### src/rtl/lms_pkg.sv
// Shared constants and types for the LUT sample streamer feeding the LMS datapath.
package lms_pkg;

  localparam int DEPTH  = 500;
  localparam int AW     = 10;
  localparam int DW     = 16;
  localparam int OFFSET = 7500;

  typedef enum logic [1:0] {IDLE, RUN, DRAIN} stream_state_t;

  // "ref" is a reserved word, so the 30 MHz reference channel is called reference
  typedef struct packed {
    logic [DW-1:0] desired;
    logic [DW-1:0] reference;
    logic [DW-1:0] noisy;
  } sample_t;

  function automatic logic [AW-1:0] next_addr(input logic [AW-1:0] a);
    return (a == AW'(DEPTH - 1)) ? '0 : a + 1'b1;
  endfunction

endpackage

### src/rtl/lut_stream_outreg.sv
// One-entry valid/ready holding register for a LUT sample triple plus last flag.
// With LUT_STREAM_SIGNED_EN defined, samples are re-centred to two's complement around OFFSET.
module lut_stream_outreg
  import lms_pkg::*;
(
  input  logic    clk,
  input  logic    rst,
  input  logic    i_load,
  input  sample_t i_data,
  input  logic    i_last,
  input  logic    i_ready,
  output logic    o_can_load,
  output logic    o_valid,
  output sample_t o_data,
  output logic    o_last
);

  logic    r_valid;
  logic    r_last;
  sample_t r_data;
  sample_t w_data;

`ifdef LUT_STREAM_SIGNED_EN
  localparam logic [DW-1:0] OFFSET_CODE = DW'(OFFSET);

  always_comb begin
    w_data.desired   = i_data.desired   - OFFSET_CODE;
    w_data.reference = i_data.reference - OFFSET_CODE;
    w_data.noisy     = i_data.noisy     - OFFSET_CODE;
  end
`else
  assign w_data = i_data;
`endif

  // A new beat may enter when the slot is empty or its occupant leaves this cycle
  assign o_can_load = !r_valid || i_ready;

  always_ff @(posedge clk) begin
    if (rst) begin
      r_valid <= 1'b0;
      r_last  <= 1'b0;
      r_data  <= '0;
    end else if (i_load) begin
      r_valid <= 1'b1;
      r_last  <= i_last;
      r_data  <= w_data;
    end else if (r_valid && i_ready) begin
      r_valid <= 1'b0;
      r_last  <= 1'b0;
    end
  end

  assign o_valid = r_valid;
  assign o_last  = r_last;
  assign o_data  = r_data;

endmodule

### src/rtl/lut_sample_streamer.sv
// Walks the sample LUT cyclically from a start address and streams the triples out.
// Optional build macro LUT_STREAM_SIGNED_EN (handled in lut_stream_outreg) re-centres samples.
module lut_sample_streamer
  import lms_pkg::*;
(
  input  logic          clk,
  input  logic          rst,
  input  logic          start,
  input  logic          stop,
  input  logic [AW-1:0] start_addr,
  input  logic [15:0]   num_samples,
  output logic [AW-1:0] lut_addr,
  input  logic [DW-1:0] lut_sine_2,
  input  logic [DW-1:0] lut_sine_30,
  input  logic [DW-1:0] lut_noisy,
  output logic          m_valid,
  input  logic          m_ready,
  output logic [DW-1:0] m_desired,
  output logic [DW-1:0] m_ref,
  output logic [DW-1:0] m_noisy,
  output logic          m_last,
  output logic          busy,
  output logic          done
);

  localparam logic [AW-1:0] LAST_ADDR = AW'(DEPTH - 1);

  stream_state_t r_state;
  logic [AW-1:0] r_addr;
  logic [15:0]   r_remaining;
  logic          r_busy;
  logic          r_done;
  logic          w_can_load;
  logic          w_load;
  logic          w_last_beat;
  sample_t       w_lut;
  sample_t       w_out;

  assign w_lut       = {lut_sine_2, lut_sine_30, lut_noisy};
  assign w_load      = (r_state == RUN) && w_can_load;
  assign w_last_beat = (r_remaining == 16'd1);

  // A load and a stop in the same cycle both take effect: the beat is captured, then DRAIN
  always_ff @(posedge clk) begin
    if (rst) begin
      r_state     <= IDLE;
      r_addr      <= '0;
      r_remaining <= '0;
      r_busy      <= 1'b0;
      r_done      <= 1'b0;
    end else begin
      r_done <= 1'b0;
      case (r_state)
        IDLE: begin
          if (start) begin
            r_remaining <= num_samples;
            r_addr      <= (start_addr > LAST_ADDR) ? '0 : start_addr;
            r_busy      <= 1'b1;
            r_state     <= RUN;
          end
        end
        RUN: begin
          if (w_load) begin
            r_addr <= next_addr(r_addr);
            if (r_remaining != '0) r_remaining <= r_remaining - 16'd1;
          end
          if ((w_load && w_last_beat) || stop) r_state <= DRAIN;
        end
        DRAIN: begin
          if (w_can_load) begin
            r_done  <= 1'b1;
            r_busy  <= 1'b0;
            r_state <= IDLE;
          end
        end
        default: begin
          r_busy  <= 1'b0;
          r_state <= IDLE;
        end
      endcase
    end
  end

  lut_stream_outreg u_outreg (
    .clk        (clk),
    .rst        (rst),
    .i_load     (w_load),
    .i_data     (w_lut),
    .i_last     (w_load && w_last_beat),
    .i_ready    (m_ready),
    .o_can_load (w_can_load),
    .o_valid    (m_valid),
    .o_data     (w_out),
    .o_last     (m_last)
  );

  assign lut_addr  = r_addr;
  assign busy      = r_busy;
  assign done      = r_done;
  assign m_desired = w_out.desired;
  assign m_ref     = w_out.reference;
  assign m_noisy   = w_out.noisy;

endmodule

### config.mk
export PLATFORM = sky130hd
export DESIGN_NAME = lut_sample_streamer
export DESIGN_NICKNAME = d
export VERILOG_FILES = /design/src/rtl/lms_pkg.sv /design/src/rtl/lut_stream_outreg.sv /design/src/rtl/lut_sample_streamer.sv
export SDC_FILE = /design/constraint.sdc
export NUM_CORES = 1
export LEC_CHECK = 0
export ABC_AREA = 1
export BUFFER_PORTS_ARGS = -buffer_cell sky130_fd_sc_hd__buf_4
export CORE_MARGIN = 2
export CORE_UTILIZATION = 53
export DETAILED_ROUTE_END_ITERATION = 7
export PLACE_DENSITY = 0.94
export REMOVE_ABC_BUFFERS = 1
export SYNTH_ARGS = -nofsm -noshare
export SYNTH_HDL_FRONTEND = slang
export SYNTH_SLANG_ARGS = --single-unit
### constraint.sdc
create_clock -name clk -period 4.6 [get_ports clk]
set_input_delay 0.92 -clock clk [delete_from_list [all_inputs] [get_ports clk]]
set_output_delay 0.92 -clock clk [all_outputs]
set_load 0.05 [all_outputs]
Yosys cells after proc, flatten, opt, wreduce, memory -nomap -nowiden. Index checks and enable logic that the tools add are counted.

Input port bits: 79. Output and inout port bits: 62. Logic and storage cells: 59. Bits in registers: 80.

Mux-type cells: 20. Bitwise gates (word level): 2. Reduce and logical (&&, ||, !) cells: 15. $add $sub $neg: 2. Order comparisons: 1. Eq/ne operators: 9.

Operators with widths (count): $mux W16 (3); $mux W10 (4); $pmux W16 S2 (1); $pmux W10 S2 (1); $eq A16 B1 Y1 const B (1); $reduce_bool A16 Y1 (1); $sub A16 B1 Y16 const B (1); $add A10 B1 Y10 const B (1); $eq A10 B9 Y1 const B (1); $gt A10 B9 Y1 const B (1); $reduce_and A3 Y1 (3); $mux W1 (6); $mux W2 (3); $ne A2 B2 Y1 const B (3); $pmux W2 S3 (1); $ne A2 B1 Y1 const B (2); $reduce_and A4 Y1 (1); $reduce_bool A2 Y1 (2); $logic_and A1 B1 Y1 (3); $pmux W1 S3 (1); $eq A2 B1 Y1 const B (1); $eq A2 B2 Y1 const B (1); $logic_not A2 Y1 (1); $logic_or A1 B1 Y1 (2); 3 further kinds (4).

Depth between registers and ports, before layout. Gate-level depths: netlist of the first run.

Depth after elaboration: 7. Mapped depth: 10. Mapped depth without buffers: 9.

Cells and area by module. A second synthesis of the first run with hierarchy kept.

Cells, all modules: 556. Area total of the unflattened synthesis: 3876.2 um^2.

By module, submodules not included: lut_sample_streamer (area each 2064.5 um^2, cells an instance 336, times used 1, seq. area each 600.6 um^2); lut_stream_outreg (area each 1811.7 um^2, cells an instance 220, times used 1, seq. area each 1001.0 um^2).

Least setup slack after synthesis of the first run. OpenSTA, ideal clock, no wires.

Path kind: input port to flip-flop. Start: input m_ready. End: register r_addr[5] (netlist: lut_addr[5]). Buffers on the path: 2. Slack: 2.772 ns. Setup time: 0.118 ns. Cell stages on the path: 8. Data required time: 4.482 ns. Arrival time: 1.710 ns. Cells stage by stage: inv_1 > nand2_1 > nand2_4 > nand2_4 > buf_6 > buf_6 > o21ai_0 > nor2_1.

Word-level cells in the longest chain between the ends: 4.

RTL lines: start: declaration (line lut_sample_streamer.sv:17) `input logic m_ready,`; $logic_or A1 B1 Y1 (line lut_stream_outreg.sv:36) `assign o_can_load = !r_valid || i_ready;`; $logic_and A1 B1 Y1 (line lut_sample_streamer.sv:40) `assign w_load = (r_state == RUN) && w_can_load;`; $ne A2 B2 Y1 (no line); $reduce_and A3 Y1 (no line); end signal: assignment (line lut_sample_streamer.sv:57) `r_addr <= (start_addr > LAST_ADDR) ? '0 : start_addr;`; end signal: assignment (line lut_sample_streamer.sv:64) `r_addr <= next_addr(r_addr);`; end: declaration (line lut_sample_streamer.sv:29) `logic [AW-1:0] r_addr;`.

Every way passes these cells. A chain may end at the register's enable or synchronous reset.

Worst setup path in the final report of the first run.
Start: input m_ready. End: register r_remaining[13].

Word-level cells in the longest chain between the ends: 4.

RTL lines: $logic_or A1 B1 Y1 (line lut_stream_outreg.sv:36); $logic_and A1 B1 Y1 (line lut_sample_streamer.sv:40); $ne A2 B2 Y1 (no line); $reduce_and A4 Y1 (no line); end signal: assignment (line lut_sample_streamer.sv:56) `r_remaining <= num_samples;`; end signal: assignment (line lut_sample_streamer.sv:65) `if (r_remaining != '0) r_remaining <= r_remaining - 16'd1;`; end: declaration (line lut_sample_streamer.sv:30) `logic [15:0] r_remaining;`.

Every way passes these cells.

==> impl_metrics.tcl, run 1 <==
set metrics [dict create \
    status "complete, no violations" \
    fin_nets 786 \
    hold_depth 2 \
    h-tree-depth 3 \
    path_max_fanout 52 \
    powerDensity_nw_per_um2 415 \
    drv_slew 0 \
    drc 0 \
    die_x_microns 89.4 \
    hp-start "busy" \
    synth_area_leaders "dfxtp_1, nor2_1, nand2_1" \
    cap_violations 0 \
    syn_area_per_cell_sq_um 6.68 \
    synth_adder_area_share 0.00972 \
    synth-seq-cells 80 \
    io_buffers 140 \
    grt_overflow 0 \
    cts_sinks 80 \
    yosysTopAreaCell "dfxtp_1" \
    clock_path_buffers 2 \
    finalSetupTns_ns 0 \
    vias_per_cell 5.13 \
    crit_type "input pin to flop" \
    arrival_ns 2.48 \
    clk_latency_ns 0.34 \
    drt-initial-drc-count 227 \
    r2r_slack_ns 2.52 \
    r2r_cells 8 \
    critical_path.startpoint_type "input pin" \
    antenna_found_initial 0 \
    critical_path.cell_chain "buf_4 > inv_1 > nand2_1 > nand2_4 > nand2_4 > nand2_4 > nand2_1 > nand2_1 > nor2_1" \
    antenna_left 0 \
    synth_cells 578 \
    syn-cell-area_sq_um 3860 \
    drive_gt1_frac 0.251 \
    r2r-end "r_remaining[13]" \
    synthFlopType "dfxtp_1" \
    end_kind "flop" \
    stdcell_area_sq_um 5080 \
    min_period_over_period 0.486 \
    cts_tree "built" \
    via_count 4149 \
    synth_edf_count 0 \
    synth_top_family_by_area "simple AND/OR/NAND/NOR gates" \
    synth_top_area_frac 0.415 \
    yosys_warnings 0 \
    worst_pin_slew_ns 1.09 \
    layout_min_cycle_time_ns 2.24 \
    coreArea_sq_um 7140 \
    grt_max_degree 77 \
    clock.fmax_mhz 447 \
    ctsHoldBuffers 0 \
    synth_compound_area_frac 0.117 \
    syn_to_final_growth_pct 31.6 \
    cts-buffers-inserted 9 \
    holdPathEnd "busy" \
    drtPass1Iterations 5 \
    crit_family "simple AND/OR/NAND/NOR gates" \
    hold_path_class "flop to flop" \
    first_global_vias 3809 \
    path_clk_slew_ns 0.08 \
    post_cts_buffers 0 \
    cts-resized-gates 0 \
    seq_area_frac_synth 0.415 \
    rsz0062_at_grt "no" \
    row_count 31 \
    finalWirelength_microns 10600 \
    io_pins 141 \
    placed_area_sq_um 4890 \
    async_reset_ff_frac 0 \
    synth.area.mux_share 0 \
    n_antenna_cell 0 \
    routedWlPerCell_microns 13.1 \
    start_util 0.541 \
    dieArea_sq_um 7990 \
    synth_cell_types 28 \
    worst_r2r_startpoint "r_state[0]" \
    grt_usage 0.256 \
    peakVddDrop_uv 195 \
    cts-root-buf "clkbuf_8" \
    yosys.area_share.simple 0.370 \
    die_y_microns 89.4 \
    synthXorXnorAreaFrac 0.00907 \
    required_ns 4.84 \
    worst_path_max_delay_cell "nand2_4" \
    skew_ns 0.00670 \
    critical_path.max_stage_delay_ns 0.39 \
    grt_pass1_wl_microns 16000 \
    setup_violations 0 \
    hold_viol 0 \
    crit_buf_inv 2 \
    gp_congestion 0.809 \
    max_slew_margin 0.269 \
    fill_cells 587 \
    place_hpwl_microns 7670 \
    leakage_nw 2.47 \
]
-- logic make-up (layout without fill, tap and decap cells) --
family | after synthesis | after routing
flip-flops | 80 | 80
XOR/XNOR | 4 | 4
buffers and inverters | 66 | 197
AO/OA/AOI/OAI | 89 | 89
adder cells (fa/ha/maj) | 3 | 3
AND/OR/NAND/NOR | 336 | 336
-- worst register-to-register path, cell delays in order, from the launching register on --
cell and delay, ns:
dfxtp_1 0.36, inv_2 0.09, nor2_8 0.27, nand2_4 0.33, nand2_4 0.39, nand2_4 0.23
nand2_1 0.12, nand2_1 0.07, nor2_1 0.16
-- power breakdown --
part | switching (mW) | total, mW | internal, mW
sequential | 0.0696 | 0.845 | 0.775
combinational | 0.509 | 0.754 | 0.245
clock | 0.247 | 0.512 | 0.265
-- per-layer routing --
metal / share of wire / GRT usage
met5: 0 / 0
met4: 0.024 / 0.122
met1: 0.40 / 0.290
met3: 0.084 / 0.0508
met2: 0.50 / 0.459
-- cell usage in the layout, fill, tap and decap left out, types with 8 or more instances in the layout --
master,count
a21oi_1,21
clkbuf_8,10
o21ai_0,64
inv_1,37
nand3_1,33
buf_4,141
nor2_2,8
nand2_1,103
nor2_1,175
dfxtp_1,80
-- flip-flops by register name, summed over array words and instances, names as in the netlist --
name and cells:
u_outreg.o_data 48, r_remaining 16, lut_addr 10, r_state 2, busy 1, done 1, u_outreg.o_last 1, u_outreg.o_valid 1
-- worst max path at each step --
stage	slack [ns]	endpoint	start	cells after the start
after floorplan	2.29	u_outreg.o_data[0]	m_ready	6
after global placement	2.10	r_remaining[0]	m_ready	9
after detailed placement	2.01	r_remaining[1]	m_ready	9
after CTS	2.38	r_remaining[1]	m_ready	9
after global routing	2.16	r_remaining[1]	m_ready	9
final	2.36	r_remaining[13]	m_ready	9
-- synthesized netlist by cell type, drive strengths merged (2+ instances only) --
cell / count
ha: 3
dfxtp: 80
inv: 40
o21ai: 66
nand4: 2
o21bai: 2
nor3: 2
buf: 16
clkbuf: 10
nand2: 109
xor2: 3
nand3: 35
nor2: 185
a21oi: 21
-- final cells by class --
class	count	area [sq um]	share of cell area
clock buffer	11	141	0.0278
clock inverter	5	56.3	0.0111
inverter	40	150	0.0295
multi-input combinational	432	1950	0.384
sequential	80	1600	0.315
tap	99	124	0.0244
timing repair buffer	141	1060	0.208
-- per-stage QoR --
step	hold slack (ns)	instances	total power, mW	setup slack [ns]	utilization
after floorplan	0.476	552	1.37	2.29	-
after global placement	0.459	792	1.57	2.10	0.685
after detailed placement	0.460	792	1.61	2.01	0.685
after CTS	0.472	808	2.11	2.38	0.712
after global routing	0.480	808	2.23	2.16	0.712
final	0.470	808	2.11	2.36	0.712
No activity file was read; power rests on OpenSTA's default activity.
==> inputs of run 2 (changes only) <==
--- a/config.mk
+++ b/config.mk
@@ -8,9 +8,9 @@
 export ABC_AREA = 1
 export BUFFER_PORTS_ARGS = -buffer_cell sky130_fd_sc_hd__buf_4
 export CORE_MARGIN = 2
-export CORE_UTILIZATION = 53
+export CORE_UTILIZATION = 45
 export DETAILED_ROUTE_END_ITERATION = 7
-export PLACE_DENSITY = 0.94
+export PLACE_DENSITY = 0.86
 export REMOVE_ABC_BUFFERS = 1
 export SYNTH_ARGS = -nofsm -noshare
 export SYNTH_HDL_FRONTEND = slang
==> constraint.sdc (replaced) <==
create_clock -name clk -period 1.9 [get_ports clk]
set_input_delay 0.38 -clock clk [delete_from_list [all_inputs] [get_ports clk]]
set_output_delay 0.38 -clock clk [all_outputs]
set_load 0.05 [all_outputs]
==> run 2 against run 1 <==
  * Sequential share of layout area down 0.58 points
  * Non-clock buffer count rose by 3
  * Cell count grew 1.1%
  * Register-to-register slack worse by 2.3 ns
  * Clock skew is 0.0036 ns higher
  * Count of clock-buffer cells in the layout shrank 2
  * Largest cell class unchanged
  * Largest power group unchanged
==> impl_metrics.tcl, run 2 (same netlist as run 1, synthesis figures left out) <==
set metrics [dict create \
    status "complete, no violations" \
    post_cts_buffers 0 \
    clock.fmax_mhz 584 \
    drt-initial-drc-count 167 \
    path_clk_slew_ns 0.09 \
    crit_type "flop to flop" \
    cts-root-buf "clkbuf_8" \
    io_pins 141 \
    fin_cells 817 \
    min_period_over_period 0.901 \
    worst_path_max_delay_cell "dfxtp_1" \
    cts_tree "built" \
    routedWlPerCell_microns 11.8 \
    start_util 0.468 \
    cap_violations 0 \
    placed_area_sq_um 4950 \
    antenna_left 0 \
    peakVddDrop_uv 530 \
    antenna_found_initial 0 \
    end_kind "flop" \
    clock_path_buffers 2 \
    place_hpwl_microns 7060 \
    grt_max_degree 70 \
    setup_violations 0 \
    powerDensity_nw_per_um2 1020 \
    drtPass1Iterations 5 \
    h-tree-depth 3 \
    grt_pass1_wl_microns 16400 \
    clk_latency_ns 0.34 \
    vias_per_cell 4.96 \
    setup_slack_ns 0.189 \
    die_x_microns 96.7 \
    fill_cells 727 \
    final_common_cell "nor2_1" \
    row_count 33 \
    finalWirelength_microns 9670 \
    leakage_nw 2.51 \
    dp_slack_ns 0.207 \
    path_max_fanout 23 \
    critical_path.startpoint_type "flop" \
    placedCellCount 801 \
    worst_pin_slew_ns 0.672 \
    first_global_vias 3729 \
    dieArea_sq_um 9340 \
    finalSetupTns_ns 0 \
    critical_path.cell_chain "inv_1 > ha_1 > nand2_2 > nor2_8 > nand3_4 > nand2_4 > inv_1 > nor2_1 > nor2_1" \
    largest_reg_flops 48 \
    hold_viol 0 \
    grt_usage 0.205 \
    cts_sinks 80 \
    die_y_microns 96.7 \
    drc 0 \
    final_core_util 0.627 \
    drv_slew 0 \
    cts-buffers-inserted 9 \
    arrival_ns 1.95 \
    final_cell_mix "nor2_1, buf_4, nand2_1, dfxtp_1, o21ai_0" \
    ctsHoldBuffers 0 \
    cts-resized-gates 0 \
    stdcell_area_sq_um 5180 \
    via_count 4050 \
    io_buffers 140 \
    layout_min_cycle_time_ns 1.71 \
    required_ns 2.13 \
    skew_ns 0.0103 \
    drive_gt1_frac 0.254 \
    hold_path_class "input pin to flop" \
    syn_to_final_growth_pct 34.0 \
    rsz0062_at_grt "no" \
    gp_congestion 0.854 \
    n_antenna_cell 0 \
    grt_overflow 0 \
    critical_path.max_stage_delay_ns 0.35 \
    coreArea_sq_um 8260 \
    fin_nets 789 \
    max_slew_margin 0.551 \
]
==> run 2: final timing paths <==
check | startpoint | end | slack, ns | cells after the start
hold reg to reg | busy | busy | 0.47 | 2
hold / removal | rst | u_outreg.o_last | 0.22 | 2
setup / recovery | r_remaining[0] | r_remaining[1] | 0.19 | 9
setup reg to reg | r_remaining[0] | r_remaining[1] | 0.19 | 9
==> run 2: area by class of cell <==
cell class              count  area [sq um]  area share
flip-flops and latches     80          1600       0.309
multi-input cells         432          1950       0.377
clock buffers               9           124      0.0239
inverters                  40           150      0.0290
well taps                 105           131      0.0254
clock inverters             7           101      0.0196
repair buffers            144          1120       0.216
==> run 2: critical path: cells and delay by family (launching register included) <==
family	cells	cell delay, ns
adders and majority gates	1	0.20
DFF	1	0.35
and+or+nand+nor	6	0.87
buffers and inverters	2	0.18
==> run 2: per-stage QoR <==
step	hold WS, ns	power, mW
after floorplan	0.449	3.32
after global placement	0.452	3.85
after detailed placement	0.460	3.89
after CTS	0.207	5.31
after global routing	0.201	5.58
final	0.223	5.27
==> run 2: layer usage <==
layer  global-route usage  routed length, microns  vias up  part of all wire
li1                     -                       -     2071                 -
met1                0.255                    4170     1808              0.43
met2                0.355                    4620      160              0.48
met3               0.0477                     782       11             0.081
met4               0.0574                      97        0             0.010
met5                    0                       0        -                 0
==> run 2: power by group <==
part           switching [mW]  internal [mW]  total, mW
Combinational            1.20          0.616       1.82
Clock                   0.662          0.752       1.41
Sequential              0.166           1.88       2.04
